$ cat config.mk
export PLATFORM = sky130hd
export DESIGN_NAME = delayf_ctrl_mc
export DESIGN_NICKNAME = d
export VERILOG_FILES = /design/src/rtl/delayf_ctrl_mc.sv
export SDC_FILE = /design/constraint.sdc
export NUM_CORES = 1
export LEC_CHECK = 0
export CAP_MARGIN = 20
export CORE_MARGIN = 5
export CORE_UTILIZATION = 62
export CTS_BUF_LIST = sky130_fd_sc_hd__clkbuf_4
export CTS_CLUSTER_DIAMETER = 60
export DETAILED_ROUTE_END_ITERATION = 8
export GPL_TIMING_DRIVEN = 0
export HOLD_SLACK_MARGIN = 0.05
export PLACE_DENSITY = 0.92
export SYNTH_ARGS = -nofsm -noshare
export SYNTH_HDL_FRONTEND = slang
export SYNTH_SLANG_ARGS = --single-unit
$ cat constraint.sdc
create_clock -name CLK -period 3.8 [get_ports CLK]
set_input_delay 0.38 -clock CLK [delete_from_list [all_inputs] [get_ports CLK]]
set_output_delay 0.38 -clock CLK [all_outputs]
set_load 0.02 [all_outputs]
$ cat src/rtl/delayf_ctrl_mc.sv
`default_nettype none
// ============================================================================
// Module   : delayf_ctrl_mc
// Purpose  : Multi-channel synchronous tap controller for programmable input
//            delay lines. Each channel holds a TAP_W-bit delay code. The code
//            can be loaded, or stepped up/down on a falling edge of MOVE. It
//            saturates at 0 and at max, and reports the limit on CFLAG.
// Ports    : CLK        - clock, all logic on rising edge
//            RST        - synchronous reset, active-high
//            LOADN      - per-channel active-low load of LOAD_VAL
//            LOAD_VAL   - shared load code
//            MOVE       - per-channel step request (committed on its fall)
//            DIRECTION  - per-channel step direction (0 = up, 1 = down)
//            TAP        - channel i code at [i*TAP_W +: TAP_W]
//            CFLAG      - channel at limit for its current direction
//            BUSY       - channel settling after a step
//            OVF        - sticky: step requested while saturated
// Options  : DELAYF_MC_MOVE_SYNC_EN - 2-flop synchronizer on MOVE/DIRECTION
// Revision : 1.0 - initial release
// ============================================================================
module delayf_ctrl_mc #(
  parameter int CHANNELS   = 4,
  parameter int TAP_W      = 7,
  parameter int DEL_VALUE  = 0,
  parameter int SETTLE_CYC = 2
) (
  input  logic                      CLK,
  input  logic                      RST,
  input  logic [CHANNELS-1:0]       LOADN,
  input  logic [TAP_W-1:0]          LOAD_VAL,
  input  logic [CHANNELS-1:0]       MOVE,
  input  logic [CHANNELS-1:0]       DIRECTION,
  output logic [CHANNELS*TAP_W-1:0] TAP,
  output logic [CHANNELS-1:0]       CFLAG,
  output logic [CHANNELS-1:0]       BUSY,
  output logic [CHANNELS-1:0]       OVF
);

  localparam logic [TAP_W-1:0] TAP_MAX     = '1;
  localparam logic [TAP_W-1:0] TAP_RST     = DEL_VALUE[TAP_W-1:0];
  localparam logic [3:0]       SETTLE_LOAD = (SETTLE_CYC > 0) ? 4'(SETTLE_CYC - 1) : 4'd0;
  localparam logic             CFLAG_RST   = (TAP_RST == TAP_MAX);

  typedef enum logic [0:0] {
    IDLE   = 1'b0,
    SETTLE = 1'b1
  } state_t;

  logic [CHANNELS-1:0] move_in;
  logic [CHANNELS-1:0] dir_in;

`ifdef DELAYF_MC_MOVE_SYNC_EN
  // LOADN deliberately does not touch these flops; only RST clears them.
  logic [CHANNELS-1:0] move_s1_q, move_s2_q;
  logic [CHANNELS-1:0] dir_s1_q, dir_s2_q;

  always_ff @(posedge CLK) begin
    if (RST) begin
      move_s1_q <= '0;
      move_s2_q <= '0;
      dir_s1_q  <= '0;
      dir_s2_q  <= '0;
    end else begin
      move_s1_q <= MOVE;
      move_s2_q <= move_s1_q;
      dir_s1_q  <= DIRECTION;
      dir_s2_q  <= dir_s1_q;
    end
  end

  assign move_in = move_s2_q;
  assign dir_in  = dir_s2_q;
`else
  assign move_in = MOVE;
  assign dir_in  = DIRECTION;
`endif

  for (genvar i = 0; i < CHANNELS; i++) begin : g_ch
    state_t           state_q, state_d;
    logic [TAP_W-1:0] tap_q, tap_d;
    logic [3:0]       cnt_q, cnt_d;
    logic             drn_q, drn_d;
    logic             cflag_q, cflag_d;
    logic             busy_q, busy_d;
    logic             ovf_q, ovf_d;
    logic             move_q;
    logic             fall;

    assign fall = move_q & ~move_in[i];

    always_comb begin
      state_d = state_q;
      tap_d   = tap_q;
      cnt_d   = cnt_q;
      drn_d   = drn_q;
      busy_d  = busy_q;
      ovf_d   = ovf_q;

      if (!LOADN[i]) begin
        // Load wins over any fall seen on this edge; that fall is lost.
        tap_d   = LOAD_VAL;
        drn_d   = 1'b0;
        state_d = IDLE;
        cnt_d   = 4'd0;
        busy_d  = 1'b0;
        ovf_d   = 1'b0;
      end else begin
        case (state_q)
          IDLE: begin
            if (fall) begin
              drn_d = dir_in[i];
              if (!dir_in[i]) begin
                if (tap_q != TAP_MAX) tap_d = tap_q + 1'b1;
                else                  ovf_d = 1'b1;
              end else begin
                if (tap_q != '0)      tap_d = tap_q - 1'b1;
                else                  ovf_d = 1'b1;
              end
              if (SETTLE_CYC > 0) begin
                state_d = SETTLE;
                cnt_d   = SETTLE_LOAD;
                busy_d  = 1'b1;
              end
            end
          end
          SETTLE: begin
            // Falls arriving here are ignored entirely.
            if (cnt_q == 4'd0) begin
              state_d = IDLE;
              busy_d  = 1'b0;
            end else begin
              cnt_d = cnt_q - 4'd1;
            end
          end
          default: state_d = IDLE;
        endcase
      end

      // Derived from the next code/direction so a reversal at a limit
      // clears the flag on the same edge as the step.
      cflag_d = ((tap_d == TAP_MAX) && !drn_d) || ((tap_d == '0) && drn_d);
    end

    always_ff @(posedge CLK) begin
      if (RST) begin
        state_q <= IDLE;
        tap_q   <= TAP_RST;
        cnt_q   <= 4'd0;
        drn_q   <= 1'b0;
        cflag_q <= CFLAG_RST;
        busy_q  <= 1'b0;
        ovf_q   <= 1'b0;
        move_q  <= 1'b0;
      end else begin
        state_q <= state_d;
        tap_q   <= tap_d;
        cnt_q   <= cnt_d;
        drn_q   <= drn_d;
        cflag_q <= cflag_d;
        busy_q  <= busy_d;
        ovf_q   <= ovf_d;
        move_q  <= move_in[i];
      end
    end

    assign TAP[i*TAP_W +: TAP_W] = tap_q;
    assign CFLAG[i]              = cflag_q;
    assign BUSY[i]               = busy_q;
    assign OVF[i]                = ovf_q;
  end

endmodule
`default_nettype wire

==> metrics.txt, run 1 <==
#FFs+latches synth 68; Synth Cell Area 4710 µm²; overall die area 9440 µm²; Initial Utilization 64.3%; IO buf count 57; initial antenna violation count 0; drt pass-1 iters 6; achievable frequency 371 MHz; final std cells w/o fill 778; slew margin rel. 47.6%; via count 5068; crit path capture g_ch[0].cflag_q$_SDFF_PP0_; Layout area overhead 18.2%; most used routing layer in global routing met2; Arrival @ worst endpoint between 3000 and 4000 ps; first-pass GRT wire length around 23000 µm; Clock Latency Late Sink about 430 ps; grt ovf 0; share of the synthesized area in the top cell type 28.9%; Seq/Total Area, Yosys 28.9%; Min Hold Slack 185 ps; largest fanout on the critical path 9; Peak VDD IR 215 µV; Mapped Nets ~650; WHS Path Cells 2; Routability Congestion approximately 0.98; Post-DRT Antenna Nets 0; Starting DRT DRC Count 341; critical path launch point g_ch[0].tap_q[1]$_SDFF_PP0_; Area contributors post-synth dfxtp_1, nor2_1, ha_1; setup tns final 0 ps; Row Count 31; worst slew pin tran 784 ps; n_diodes 0; WP data required between 4000 and 5000 ps; CTS tree done; final hold viol count 0; P per Cell Area between 300 and 400 nW/µm²; EDFF count, synth 0; CTS resizes 0; DR vias/cell 6.51; core box area between 7000 and 8000 µm²; Synth Warn # 0; clk root buf clkbuf_4; WL final 13700 µm; M3 GR Usage 6.10%; # nets final 715; largest net degree at the start of global routing 13; post-layout power 1.81 mW; Critical Path Source Type register; vias in the first global route 4712; clock buffer depth 2; Syn Area/Cell 7.78 µm²; Tcrit/Tclk final 71.0%; share of cells above drive strength 1 8.10%; Synth cell types 80; RR Endpoint g_ch[0].cflag_q$_SDFF_PP0_; Max Cap Violations 0; met2 GRT Util 47.6%; ys async rst share 0%; Worst Skew 20.9 ps; Die X 97.2 µm; GR Util met1 38.3%; Final Instance Area 5570 µm²; CP Capture Type register; Setup Buffers After CTS 0; setup repair after global routing missed its margin false; final setup vio count 0; worst flop-to-flop path startpoint g_ch[0].tap_q[1]$_SDFF_PP0_; CTS Buf Count 9; Lkg Pwr 2.00 nW; outcome complete, no violations; Die Height 97.2 µm; number of H-tree levels 3; commonest non-fill, non-tap cells in the layout nor2_1, dfxtp_1, clkdlybuf4s50_1; Main synth FF type dfxtp_1; Post-DP Area 5410 µm²; most common cell after layout, fill and taps aside nor2_1; # placed instances 762; internal reg-to-reg setup slack 1100 ps; Syn Inst Count 606; Clock transition at path regs 130 ps; Final Critical Period 2700 ps; HPWL Detailed 9970 µm; Hold-fix buffers, CTS 0; Synth area leader dfxtp_1; IO Count 61; GR Util All Layers 29.0%; Final Max Slew Viols 0; CTS Sinks 68; worst min-delay path category in -> reg; Routed WL per cell about 18 µm; DRC errors left 0; Crit Path Class reg -> reg; Worst Reg-to-Reg Cells 9
-- cell families after synthesis --
group                      synth area share [%]
buffers and inverters                      8.63
adders and majority gates                  5.31
DFF                                        28.9
AOI/OAI and AO/OA                          23.5
and+or+nand+nor                            29.9
xor gates and xnor gates                   1.86
muxes                                      1.91
-- flip-flops by register name, summed over array words and instances, names as in the netlist --
register,flops
g_ch.tap_q,28
g_ch.cnt_q,16
g_ch.busy_q,4
g_ch.cflag_q,4
g_ch.drn_q,4
g_ch.move_q,4
g_ch.ovf_q,4
g_ch.state_q,4
-- worst max-delay path, cell delays in order (launching register included) --
cell and delay, ps:
dfxtp_1 430, inv_1 160, ha_1 250, or4bb_1 530, o22ai_1 160, nand2_1 70
a41oi_1 320, nor4b_1 430, nand4b_1 140, mux2i_1 140
-- area by class of cell --
type | instances | area, µm²
clock inverter | 6 | 87.6
sequential | 68 | 1360
timing repair buffer | 57 | 571
inverter | 30 | 113
buffer | 53 | 294
clock buffer | 10 | 75.1
multi-input combinational | 455 | 2940
tap | 99 | 124
fill | 553 | 1760
-- where the power goes --
group	switching, mW	internal [mW]
Clock	0.288	0.274
Sequential	0.0361	0.741
Combinational	0.280	0.193
Total	0.604	1.21
-- stage by stage --
step,setup slack (ps),utilization (%)
floorplan,1420,-
global placement,897,73.7
detailed placement,899,73.7
CTS,1170,76.0
global route,912,76.0
finish,1100,76.0
-- layer usage --
layer	routed length [µm]	share of wire (%)
met5	0	0
met4	286	2.1
met3	1320	9.6
met2	6450	47
met1	5680	41
-- synth_stat cells (5+ instances only) --
cell / count
dfxtp_1: 68
nand4_1: 14
nor2_1: 82
nand4b_1: 6
a21oi_1: 35
xor2_1: 5
nand2_1: 30
xnor2_1: 5
o21ai_1: 6
nor3_1: 16
o211ai_1: 14
ha_1: 20
nand2b_1: 9
a211oi_1: 6
mux2i_1: 9
and2_1: 5
a31oi_1: 14
inv_1: 30
nand3_1: 26
a41oi_1: 8
clkbuf_1: 28
o21ai_0: 22
buf_4: 14
nor3b_1: 9
nor2b_1: 15
o22ai_1: 6
-- worst min-delay path by stage --
stage	startpoint	endpoint	slack (ps)
floorplan	g_ch[0].ovf_q$_SDFFE_PP0P_	g_ch[0].ovf_q$_SDFFE_PP0P_	440
global route	RST	g_ch[2].tap_q[1]$_SDFF_PP0_	170
finish	RST	g_ch[2].tap_q[1]$_SDFF_PP0_	180
detailed placement	g_ch[1].ovf_q$_SDFFE_PP0P_	g_ch[1].ovf_q$_SDFFE_PP0P_	460
global placement	g_ch[0].ovf_q$_SDFFE_PP0P_	g_ch[0].ovf_q$_SDFFE_PP0P_	450
CTS	RST	g_ch[2].tap_q[1]$_SDFF_PP0_	180
Power figures use the tool's default switching activity.
==> run 2: changes to the inputs <==
CORE_UTILIZATION = 58   (was 62)
PLACE_DENSITY = 0.87   (was 0.92)
clock period = 2.5 ns   (was 3.8 ns; I/O delays follow)
==> metrics.txt, run 2 (same netlist as run 1, synthesis figures left out) <==
Post-DRT Antenna Nets 0; Largest regs g_ch.tap_q x28, g_ch.cnt_q x16; IO buf count 57; share of cells above drive strength 1 15.0%; CP bufs+invs 2; Layout area overhead 21.9%; Slowest-stage cell, CP or4b_4; Largest register FFs 28; worst slew pin tran 712 ps; Clock Latency Late Sink 430 ps; final hold viol count 0; Crit Path Class reg -> reg; Starting DRT DRC Count 352; Peak VDD IR 381 µV; largest fanout on the critical path 9; Max Cap Violations 0; worst min-delay path category in -> reg; number of H-tree levels 3; GR Util All Layers 26.7%; multi-input logic area 3120 µm²; Row Count 32; DRC errors left 0; Final Critical Period roughly 2500 ps; CTS Sinks 68; WP data required 2850 ps; CP Capture Type register; Clock transition at path regs 110 ps; clock buffer depth 2; final setup vio count 0; fillers 620; WL final about 14000 µm; via count around 5000; CP top delay family simple AND/OR/NAND/NOR gates; grt ovf 0; CTS Buf Count 9; Arrival @ worst endpoint 2840 ps; DR vias/cell around 6.4; overall die area 10000 µm²; achievable frequency 402 MHz; clk root buf clkbuf_4; Worst Skew 11.4 ps; HPWL Detailed approximately 9800 µm; Final Max Slew Viols 0; Die Height 100 µm; Finished Core Util 73.6%; n_diodes 0; Die X 100 µm; outcome complete, no violations; Hold-fix buffers, CTS 0; core box area around 8000 µm²; Post-DP Area 5410 µm²; first-pass GRT wire length 22200 µm; Initial Utilization slightly above 60%; worst path cell trace buf_4 -> nor4_4 -> a311oi_1 -> o21a_1 -> o32ai_4 -> inv_1 -> or4b_4 -> mux2i_1; CTS tree done; P per Cell Area 449 nW/µm²; Lkg Pwr 2.06 nW; largest net degree at the start of global routing 11; drt pass-1 iters 7; Routed WL per cell 18.0 µm; # nets final 717; commonest non-fill, non-tap cells in the layout nor2_1, clkdlybuf4s50_1, dfxtp_1; vias in the first global route 4551; Critical Path Source Type register; Top reg by flops g_ch.tap_q; initial antenna violation count 0; slew margin rel. 52.5%; most common cell after layout, fill and taps aside nor2_1; Tcrit/Tclk final approximately 100%; Final Instance Area 5740 µm²; IO Count 61; slowest stage delay, CP 540 ps; register area about 1400 µm²; setup repair after global routing missed its margin true; Routability Congestion roughly 0.98
## run 2: layout make-up
cell class                 count  area share (%)
buffer                        49            5.05
clock buffer                  10            1.31
clock inverter                 4           0.327
inverter                      30            2.00
multi-input combinational    455            54.3
sequential                    68            24.1
tap                          102            2.22
timing repair buffer          63            10.7
## run 2: path summary, 6_finish.rpt
kind | endpoint | cells past startpoint | slack [ps] | start
worst max-delay path | g_ch[0].cflag_q$_SDFF_PP0_ | 8 | 9 | g_ch[0].tap_q[4]$_SDFF_PP0_
worst max register to register | g_ch[0].cflag_q$_SDFF_PP0_ | 8 | 9 | g_ch[0].tap_q[4]$_SDFF_PP0_
worst min-delay path | g_ch[0].tap_q[0]$_SDFF_PP0_ | 2 | 60 | RST
worst min register to register | g_ch[1].ovf_q$_SDFFE_PP0P_ | 2 | 490 | g_ch[1].ovf_q$_SDFFE_PP0P_
## run 2: routing by layer
metal	up-vias	global-route usage (%)	wire, µm
li1	2361	-	-
met1	2339	37.0	5880
met2	291	42.6	6600
met3	43	4.66	1220
met4	0	7.56	326
met5	-	0	0
## run 2: what timing repair did
item	CTS	global route
buffers inserted	1	5
pin swaps	1	8
cloned	0	0
setup endpoints to repair	2	4
gates resized for setup	11	58
## run 2: report_power, final
part | switching (mW) | internal (mW)
clock | 0.400 | 0.197
combinational | 0.443 | 0.334
sequential | 0.0724 | 1.13
total | 0.916 | 1.66
## run 2: through the flow
| step | cells | power (mW) | setup WS, ps | setup TNS (ps) | hold slack (ps) |
|---|---|---|---|---|---|
| after CTS | 779 | 2.49 | 4.00 | 0 | 59.0 |
| after detailed placement | 765 | 1.90 | -306 | -897 | 461 |
| after global placement | 765 | 1.89 | -313 | -817 | 452 |
| after global routing | 781 | 2.69 | -88.8 | -134 | 81.2 |
| after floorplan | 606 | 1.67 | 116 | 0 | 378 |
| final | 781 | 2.58 | 9.37 | 0 | 61.0 |
